**src/rtl/cdb_arbiter_rr_pkg.sv**
```systemverilog
// rtl/cdb_arbiter_rr_pkg.sv - shared types, defaults and helpers for the CDB write-back arbiter
package cdb_arbiter_rr_pkg;

  localparam int CDB_ROB_W  = 4;
  localparam int CDB_DATA_W = 32;

  localparam int MODE_RR    = 0;
  localparam int MODE_FIXED = 1;

  typedef struct packed {
    logic                  valid;
    logic [CDB_ROB_W-1:0]  rob_entry;
    logic [CDB_DATA_W-1:0] value;
    logic                  taken;
  } cdb_packet_t;

  // (a + b) mod n for operands already in range [0, n)
  function automatic int wrap_add(input int a, input int b, input int n);
    int s;
    s = a + b;
    if (s >= n) s = s - n;
    return s;
  endfunction

endpackage

```
**src/rtl/cdb_pick_first.sv**
```systemverilog
// rtl/cdb_pick_first.sv - find-first-set over a request vector scanned from a start index
module cdb_pick_first
  import cdb_arbiter_rr_pkg::*;
#(
  parameter int N = 5,
  parameter int W = $clog2(N)
) (
  input  logic [N-1:0] req,
  input  logic [W-1:0] start,
  output logic [N-1:0] grant,
  output logic [W-1:0] idx,
  output logic         found
);

  always_comb begin
    int p;
    p     = 0;
    grant = '0;
    idx   = '0;
    found = 1'b0;
    for (int j = 0; j < N; j++) begin
      p = wrap_add(int'(start), j, N);
      if (!found && req[p]) begin
        found    = 1'b1;
        grant[p] = 1'b1;
        idx      = W'(p);
      end
    end
  end

endmodule

```
**src/rtl/cdb_arbiter_rr.sv**
```systemverilog
// rtl/cdb_arbiter_rr.sv - multi-bus write-back arbiter with round-robin/fixed priority and starvation escalation
module cdb_arbiter_rr
  import cdb_arbiter_rr_pkg::*;
#(
  parameter int   NUM_SRC    = 5,
  parameter int   NUM_CDB    = 1,
  parameter int   ROB_W      = CDB_ROB_W,
  parameter int   DATA_W     = CDB_DATA_W,
  parameter int   MODE       = MODE_RR,
  parameter int   STARVE_MAX = 7,
  localparam int  SRC_W      = $clog2(NUM_SRC)
) (
  input  logic                        clk,
  input  logic                        reset,
  input  logic                        flush,
  input  logic [NUM_SRC-1:0]          src_valid,
  input  logic [NUM_SRC*ROB_W-1:0]    src_rob,
  input  logic [NUM_SRC*DATA_W-1:0]   src_value,
  input  logic [NUM_SRC-1:0]          src_taken,
  output logic [NUM_SRC-1:0]          src_yumi,
  output logic [NUM_CDB-1:0]          cdb_valid,
  output logic [NUM_CDB*ROB_W-1:0]    cdb_rob,
  output logic [NUM_CDB*DATA_W-1:0]   cdb_value,
  output logic [NUM_CDB-1:0]          cdb_taken,
  output logic [NUM_CDB*SRC_W-1:0]    cdb_src
);

  localparam int               CNT_W      = $clog2(STARVE_MAX + 1);
  localparam logic [CNT_W-1:0] STARVE_LIM = CNT_W'(STARVE_MAX);

  logic [SRC_W-1:0]                rr_ptr;
  logic [SRC_W-1:0]                base_ptr;
  logic [NUM_SRC-1:0][CNT_W-1:0]   wait_cnt;
  logic [NUM_SRC-1:0]              starved;
  logic [NUM_SRC-1:0]              req_all;
  logic [NUM_CDB-1:0][SRC_W-1:0]   stage_idx;
  logic [NUM_CDB-1:0]              stage_found;
  logic [SRC_W-1:0]                last_idx;
  logic                            any_grant;

  assign base_ptr = (MODE == MODE_FIXED) ? '0 : rr_ptr;
  assign req_all  = (reset || flush) ? '0 : src_valid;

  always_comb begin
    starved = '0;
    for (int i = 0; i < NUM_SRC; i++)
      starved[i] = src_valid[i] && (wait_cnt[i] == STARVE_LIM);
  end

  // Each stage serves starved sources first (from index 0), otherwise scans from base_ptr.
  for (genvar k = 0; k < NUM_CDB; k++) begin : g_stage
    logic [NUM_SRC-1:0] rem_in;
    logic [NUM_SRC-1:0] rem_out;
    logic [NUM_SRC-1:0] starved_rem;
    logic [NUM_SRC-1:0] req;
    logic [SRC_W-1:0]   start;
    logic [NUM_SRC-1:0] grant;

    if (k == 0) begin : g_first
      assign rem_in = req_all;
    end else begin : g_next
      assign rem_in = g_stage[k-1].rem_out;
    end

    assign starved_rem = rem_in & starved;
    assign req         = (|starved_rem) ? starved_rem : rem_in;
    assign start       = (|starved_rem) ? '0 : base_ptr;

    cdb_pick_first #(
      .N (NUM_SRC),
      .W (SRC_W)
    ) u_pick (
      .req   (req),
      .start (start),
      .grant (grant),
      .idx   (stage_idx[k]),
      .found (stage_found[k])
    );

    assign rem_out = rem_in & ~grant;
  end

  assign src_yumi = req_all & ~g_stage[NUM_CDB-1].rem_out;

  always_comb begin
    last_idx  = '0;
    any_grant = |stage_found;
    for (int k = 0; k < NUM_CDB; k++)
      if (stage_found[k]) last_idx = stage_idx[k];
  end

  always_ff @(posedge clk or posedge reset) begin
    if (reset) begin
      rr_ptr <= '0;
    end else if (!flush && any_grant) begin
      rr_ptr <= SRC_W'(wrap_add(int'(last_idx), 1, NUM_SRC));
    end
  end

  always_ff @(posedge clk or posedge reset) begin
    if (reset) begin
      wait_cnt <= '0;
    end else begin
      for (int i = 0; i < NUM_SRC; i++) begin
        if (flush || !src_valid[i] || src_yumi[i])
          wait_cnt[i] <= '0;
        else if (wait_cnt[i] != STARVE_LIM)
          wait_cnt[i] <= wait_cnt[i] + 1'b1;
      end
    end
  end

  always_ff @(posedge clk or posedge reset) begin
    if (reset) begin
      cdb_valid <= '0;
      cdb_rob   <= '0;
      cdb_value <= '0;
      cdb_taken <= '0;
      cdb_src   <= '0;
    end else begin
      for (int k = 0; k < NUM_CDB; k++) begin
        cdb_valid[k]                  <= stage_found[k];
        cdb_src[k*SRC_W +: SRC_W]     <= stage_found[k] ? stage_idx[k] : '0;
        cdb_rob[k*ROB_W +: ROB_W]     <= stage_found[k] ? src_rob[stage_idx[k]*ROB_W +: ROB_W] : '0;
        cdb_value[k*DATA_W +: DATA_W] <= stage_found[k] ? src_value[stage_idx[k]*DATA_W +: DATA_W] : '0;
        cdb_taken[k]                  <= stage_found[k] ? src_taken[stage_idx[k]] : 1'b0;
      end
    end
  end

endmodule

```
**config.mk**
```make
export PLATFORM = sky130hd
export DESIGN_NAME = cdb_arbiter_rr
export DESIGN_NICKNAME = d
export VERILOG_FILES = /design/src/rtl/cdb_arbiter_rr_pkg.sv /design/src/rtl/cdb_pick_first.sv /design/src/rtl/cdb_arbiter_rr.sv
export SDC_FILE = /design/constraint.sdc
export NUM_CORES = 1
export LEC_CHECK = 0
export CAP_MARGIN = 20
export CORE_ASPECT_RATIO = 0.8
export CORE_MARGIN = 1.5
export CORE_UTILIZATION = 40
export CTS_CLUSTER_SIZE = 40
export DETAILED_ROUTE_END_ITERATION = 8
export PLACE_DENSITY = 0.76
export SETUP_SLACK_MARGIN = 0.3
export SLEW_MARGIN = 20
export SYNTH_ARGS = -nofsm -noshare
export SYNTH_HDL_FRONTEND = slang
export SYNTH_SLANG_ARGS = --single-unit
```
**constraint.sdc**
```tcl
create_clock -name clk -period 9.8 [get_ports clk]
set_input_delay 0.98 -clock clk [delete_from_list [all_inputs] [get_ports clk]]
set_output_delay 0.98 -clock clk [all_outputs]
set_load 0.01 [all_outputs]
```
==> Word level (Yosys, flattened, before mapping) <==
Index checks and enable logic that the tools add are counted.
{ "totals": {"reg_bits": 59, "input_bits": 193, "out_inout_bits": 46, "word_cells": 172} }
{ "op_classes": {"add_sub_neg": 16, "order_cmp": 17, "n_eq_ne": 10, "n_shift": 2, "n_mux": 65, "bitwise": 9, "n_reduce_logical": 42} }
{ "op_table": {"columns": ["op", "count"], "rows": [
  ["32-bit 2-to-1 mux", 6],
  ["32-bit by 1-bit greater-or-equal comparator with 1-bit output (second input constant)", 5],
  ["32-bit by 5-bit less-than comparator with 1-bit output (second input constant)", 5],
  ["160-bit by 9-bit variable part select with 32-bit output", 1],
  ["32-bit by 4-bit greater-or-equal comparator with 1-bit output (second input constant)", 4],
  ["32-bit by 4-bit subtractor with 32-bit output (second input constant)", 4],
  ["3-bit 2-to-1 mux", 18],
  ["5-bit 2-to-1 mux", 7],
  ["1-bit 2-to-1 mux", 22],
  ["5-bit OR", 4],
  ["20-bit by 6-bit variable part select with 4-bit output", 1],
  ["1-bit binary-select mux with 3-bit select", 6],
  ["3-bit by 1-bit adder with 3-bit output (second input constant)", 5],
  ["5-bit AND", 3],
  ["1-bit demux with 3-bit select", 5],
  ["3-bit == test (second input constant)", 5],
  ["1-bit logical AND", 15],
  ["3-bit inequality test (second input constant)", 5],
  ["1-bit logical OR", 11],
  ["1-bit logical NOT", 10],
  ["5-bit NOT", 2],
  ["2-bit nonzero test", 5],
  ["3-bit by 1-bit adder with 4-bit output (second input constant)", 2],
  ["3-bit by 2-bit adder with 4-bit output (second input constant)", 2],
  ["other kinds (8)", 8]
]} }

==> Longest topological paths before layout <==
{ "depth": {"word_depth": 29, "ltp_mapped": 30, "mapped_depth_nobuf": 23} }

==> Cells and area by module <==
From an unflattened synthesis, not the netlist that was laid out.
{ "unflattened": {"hier_cells": 565, "area_unflattened_um2": 5222.5} }
{ "modules_own_cells": {"columns": ["module", "instances", "cells_each", "area_per_inst_um2", "seq_area_each_um2"], "rows": [
  ["cdb_arbiter_rr", 1, 321, 3530.9, 1476.4],
  ["cdb_pick_first", 1, 244, 1691.6, 0.0]
]} }

==> Least setup slack after synthesis <==
Ideal clock, no wire load.
{ "synth_timing": {"path_kind": "input -> output", "start": "input flush", "end": "output src_yumi[1]", "arrival_ns": 5.578, "required_ns": 8.820, "setup_slack_ns": 3.242, "stages": 23, "path_buffers": 6, "path_cell_list": "clkbuf_1 > or2_2 > clkbuf_1 > a21o_1 > buf_6 > and2_1 > buf_4 > inv_2 > ha_1 > inv_1 > ha_1 > buf_1 > and2_1 > and4_1 > nor4_4 > mux4_2 > a21boi_2 > or4b_1 > buf_2 > nor3_1 > and3_1 > nor4_1 > inv_1"} }
{ "synth_via": {"elab_chain_len": 27, "elab_cells_between_ends": 90, "classes_between": "9 x add/sub; 15 x order compare; 42 x mux; 9 x bitwise; 15 x reduce/logical"} }
{ "synth_lines": {"columns": ["element", "line_no", "text"], "rows": [
  ["from (decl)", "cdb_arbiter_rr.sv:15", "input logic flush,"],
  ["1-bit logical OR (*)", "cdb_arbiter_rr.sv:42", "assign req_all = (reset || flush) ? '0 : src_valid;"],
  ["5-bit 2-to-1 mux (*)", "cdb_arbiter_rr.sv:42", null],
  ["parallel branches: the longest is 24 deep, another holds 32-bit by 4-bit subtractor with 32-bit output", null, null],
  ["5-bit AND (*)", "cdb_arbiter_rr.sv:83", "assign src_yumi = req_all & ~g_stage[NUM_CDB-1].rem_out;"],
  ["to (decl)", "cdb_arbiter_rr.sv:20", "output logic [NUM_SRC-1:0] src_yumi,"]
]} }
Every way passes the cells marked *. The select of a mux whose other input is x is not followed.

==> Final worst setup path <==
{ "layout_timing": {"start": "input src_valid[2]", "end": "output src_yumi[3]"} }
{ "layout_via": {"elab_chain_len": 26, "elab_cells_between_ends": 90, "classes_between": "9 x add/sub; 15 x order compare; 42 x mux; 9 x bitwise; 15 x reduce/logical"} }
{ "layout_lines": {"columns": ["element", "line_no", "text"], "rows": [
  ["from (decl)", "cdb_arbiter_rr.sv:16", "input logic [NUM_SRC-1:0] src_valid,"],
  ["parallel branches: the longest is 21 deep, another holds 32-bit by 4-bit subtractor with 32-bit output", null, null],
  ["5-bit 2-to-1 mux (*)", "cdb_pick_first.sv:23", "if (!found && req[p]) begin"],
  ["5-bit NOT (*)", "cdb_arbiter_rr.sv:80", "assign rem_out = rem_in & ~grant;"],
  ["5-bit AND (*)", "cdb_arbiter_rr.sv:80", null],
  ["5-bit NOT (*)", "cdb_arbiter_rr.sv:83", null],
  ["5-bit AND (*)", "cdb_arbiter_rr.sv:83", null]
]} }
Marks and branches as above.

==> parameters.txt <==
Parameter                              Value

Synthesis
  Yosys warning total ... 0
  Flop and latch count out of synthesis ... 59
  Number of synthesized flops with an enable pin ... 0
  Post-synthesis net count ... 848
  Area of the mapped netlist ... 5710 um^2
  Mapped Cells ... 624
  Area fraction in and, or, nand and nor cells after synthesis ... 19.8%
  Sequential cell area fraction in the yosys report ... 25.9%
  Main combinational cell family by area after synthesis ... compound AO/OA/AOI/OAI gates
  Most used DFF post-synth ... dfrtp_1
  Mean cell area of the mapped netlist ... 9.15 um^2
  Multiplexer share of the synthesized area ... 16.0%
  Xor and xnor area share after synthesis ... 0.921%
  Share of the synthesized area in compound gates (AO/OA/AOI/OAI) ... 23.6%
  Ys async rst share ... 100%
  Fraction of the mapped netlist area in adder cells ... 6.93%
  Count of distinct cell types in the synthesized netlist ... 89

Clocking
  Quantity of hold-fixing buffers added after cts ... 0
  Setup fix buffers added after clock tree synthesis ... 0
  CTS tree ... yes
  Number of gates given a new drive strength after cts ... 0
  Number of sinks driven by the clock tree ... 59
  Clock latency on the worst-skew pair ... 0.32 ns
  Worst-path clk slew ... 0.05 ns
  Max clock buf depth ... 2
  CTS root buffer ... clkbuf_16
  Number of buffers added by the clock tree synthesis step ... 9
  Maximum level of the CTS H-tree ... 3

Worst setup path
  Buffering stage count on the worst path with inverters included ... 6
  Largest driver fanout on the critical path ... 14
  Data arrival time of the critical path ... 7.75 ns
  Worst path top cell family by delay ... simple AND/OR/NAND/NOR gates
  Worst Setup End Kind ... primary output
  Critical Path Start Type ... primary input
  Slowest-stage cell, CP ... mux4_2
  Cell-by-cell trace of the critical path ... clkdlybuf4s50_1 -> a222oi_1 -> buf_4 -> a21o_1 -> and2_1 -> inv_2 -> ha_1 -> inv_1 -> ha_1 -> nand3b_1 -> a21oi_1 -> nor4_4 -> mux4_2 -> a21boi_2 -> buf_4 -> or4b_1 -> nor3_1 -> a311o_1 -> clkdlybuf4s50_1
  Category of the critical setup timing path ... primary input to primary output
  Delay of the slowest cell on the worst path ... 0.62 ns
  Data required time at the worst endpoint ... 8.82 ns

Power and ir drop
  Switching part of the total ... 52.4%
  Clock power frac ... 7.3%
  IR drop worst, VDD ... 0.412 mV
  Net switching power of the design ... 2.09 mW
  Internal Power ... 1.90 mW
  Power density over the cells ... 477 nW/um^2
  Power share of the sequential group ... 11.1%
  Part of the total power dissipated in combinational logic ... 81.6%
  Leakage Power ... 3.43 nW

Outcome
  Violated checks ... design-rule violations
  Run status ... finished with violations

Timing
  Worst slew margin ... 43.2%
  Worst Max-Slew Pin Slew ... 0.851 ns
  Number of setup violations in the final report ... 0
  Max-slew violations ... 0
  Maximum clock frequency ... 115 MHz
  Ratio of final minimum period to clock period ... 89.1%
  Clock tree skew after final layout ... 0.00872 ns
  Min Clock Period, post-route ... 8.73 ns
  Setup TNS ... 0 ns
  Setup repair after global routing missed its margin ... false
  Worst hold margin ... 0.547 ns
  Count of final hold-check violations ... 0

GRT
  Initial antenna violation count ... 0
  Vias in the first global route ... 6001
  GR Util All Layers ... 28.4%
  Overflow left after global routing ... 0
  Wire length of the first global-routing pass ... 32.8 mm
  Largest net degree at the start of global routing ... 56

Place
  Standard cell area after detailed placement ... 8070 um^2
  GP Congestion ... 0.981
  Total half-perimeter wirelength after legalization and detailed placement ... 17.6 mm
  Count of buffers from port buffering ... 238

Floorplanning
  I/O pins ... 239
  Vertical extent of the die ... 110 um
  Number of rows created at floorplan ... 38
  Core region area ... 13700 um^2
  Initial core utilization ... 41.5%
  Die area ... 15000 um^2
  Die Wd ... 137 um

Cells and area
  Fraction of final layout cells with drive strength greater than 1 ... 6.83%
  Design Area, Final ... 8350 um^2
  Layout Area Growth over Synthesis ... 46.3%
  Number of diodes added for antenna fixing ... 0
  NumNets Final ... 1053

Route
  Remaining number of nets flagged by the antenna check after routing ... 0
  Iter 0 DRT Violations ... 772
  Total number of vias ... 6272
  Aggregate routed wire length ... 22.2 mm
  Post-route DRC violation count ... 3
  Routed WL per cell ... 21.9 um
  DRT Pass-1 Iters ... 9
  Via density ... 6.19

Job
  Number of max-cap violations ... 0

Min path
  Min-delay worst type ... flip-flop to flip-flop
## state kept, by name, summed over array words and instances (netlist names)
signal / cells
cdb_value: 32
cdb_src: 3
cdb_taken: 1
cdb_rob: 4
base_ptr: 3
cdb_valid: 1
wait_cnt: 15
## power groups by stage
stage	clock (mW)	combinational, mW	sequential (mW)
2_1_floorplan	0	2.47	0.459
3_3_place_gp	0	3.13	0.442
3_5_place_dp	0	3.19	0.444
4_1_cts	0.297	3.20	0.441
5_1_grt	0.307	3.49	0.452
6_report	0.290	3.25	0.442
## cell families (layout without fill, tap and decap cells)
group | Yosys count | count (layout)
fa+ha+maj | 31 | 31
mux | 89 | 89
other cells | 1 | 1
xor+xnor | 6 | 6
simple gates | 202 | 202
flops | 59 | 59
compound gates | 165 | 165
buf+inv | 71 | 281
## worst paths after layout
kind | startpoint | end | slack [ns] | depth (start not counted)
worst max-delay path | src_valid[2] | src_yumi[3] | 1.07 | 19
worst min-delay path | wait_cnt[8] | wait_cnt[8] | 0.55 | 2
min in group asynchronous | reset | wait_cnt[11] | 1.05 | 2
worst max register to register | wait_cnt[6] | base_ptr[1] | 1.96 | 25
worst min register to register | wait_cnt[8] | wait_cnt[8] | 0.55 | 2
max in group asynchronous | reset | base_ptr[0] | 7.84 | 3
## area by class of cell
class | instances | area (um^2)
flip-flops and latches | 59 | 1480
clock inverters | 4 | 25.0
repair buffers | 245 | 2430
fillers | 1154 | 5390
clock buffers | 12 | 256
multi-input cells | 494 | 3850
well taps | 180 | 225
inverters | 20 | 77.6
## cell usage after synthesis (all sizes together), types with 4 or more instances
library cell / count / area [um^2]
nor3: 17 / 96.4
a22oi: 4 / 35.0
o22ai: 5 / 31.3
o21ai: 19 / 95.1
a21boi: 4 / 37.5
dfrtp: 59 / 1480
and3: 4 / 25.0
a222oi: 37 / 370
o211ai: 8 / 60.1
nand2: 38 / 143
buf: 29 / 225
mux2i: 85 / 851
xor2: 5 / 43.8
nand3b: 4 / 30.0
nor2: 35 / 134
o211a: 6 / 60.1
a211oi: 6 / 57.6
nor4: 7 / 58.8
ha: 30 / 375
a31oi: 5 / 31.3
nand3: 45 / 230
a21o: 11 / 82.6
a21oi: 21 / 124
nand2b: 6 / 37.5
or3: 5 / 31.3
nand4: 5 / 31.3
nor4b: 7 / 91.3
inv: 19 / 71.3
and2: 9 / 56.3
o21a: 9 / 75.1
clkbuf: 22 / 90.1
nor3b: 5 / 37.5
## routing by layer
layer  global-route usage [%]  vias to the layer above  wire length (um)  share of wire, %
li1                         -                     2838                 -                 -
met1                     36.8                     3027              9040                41
met2                     47.4                      361             10800                49
met3                     6.87                       46              1920               8.6
met4                     6.91                        0               436               2.0
met5                        0                        -                 0                 0
## cell usage in the layout (no fill, tap or decap), types with 6 or more instances in the layout
| cell type | n |
|---|---|
| a21o_1 | 11 |
| inv_1 | 14 |
| nor2_1 | 34 |
| nor4_1 | 6 |
| buf_4 | 7 |
| clkbuf_16 | 9 |
| clkdlybuf4s50_1 | 238 |
| nor3_1 | 16 |
| o211ai_1 | 8 |
| nand3_1 | 44 |
| ha_1 | 30 |
| dfrtp_1 | 59 |
| o211a_1 | 6 |
| a21oi_1 | 18 |
| and2_1 | 8 |
| a222oi_1 | 37 |
| o21a_1 | 8 |
| nand2b_1 | 6 |
| nand2_1 | 38 |
| o21ai_0 | 18 |
| mux2i_1 | 85 |
## metrics by stage
stage	instances	utilization (%)	power [mW]	worst slack, ns
2_1_floorplan	624	-	2.93	3.24
3_3_place_gp	998	58.7	3.57	1.41
3_5_place_dp	998	58.7	3.63	1.20
4_1_cts	1014	60.8	3.94	1.14
5_1_grt	1014	60.8	4.25	0.712
6_report	1014	60.8	3.98	1.07
## worst reg2reg max path: cells and delay by family, from the launching register on
family	cells	cell delay (ns)
AOI/OAI and AO/OA	6	1.45
adders and majority gates	5	1.43
buffers and inverters	6	1.67
DFF	1	0.39
muxes	1	0.62
and+or+nand+nor	7	2.17
Note: power is estimated with default switching activity, not from simulation.
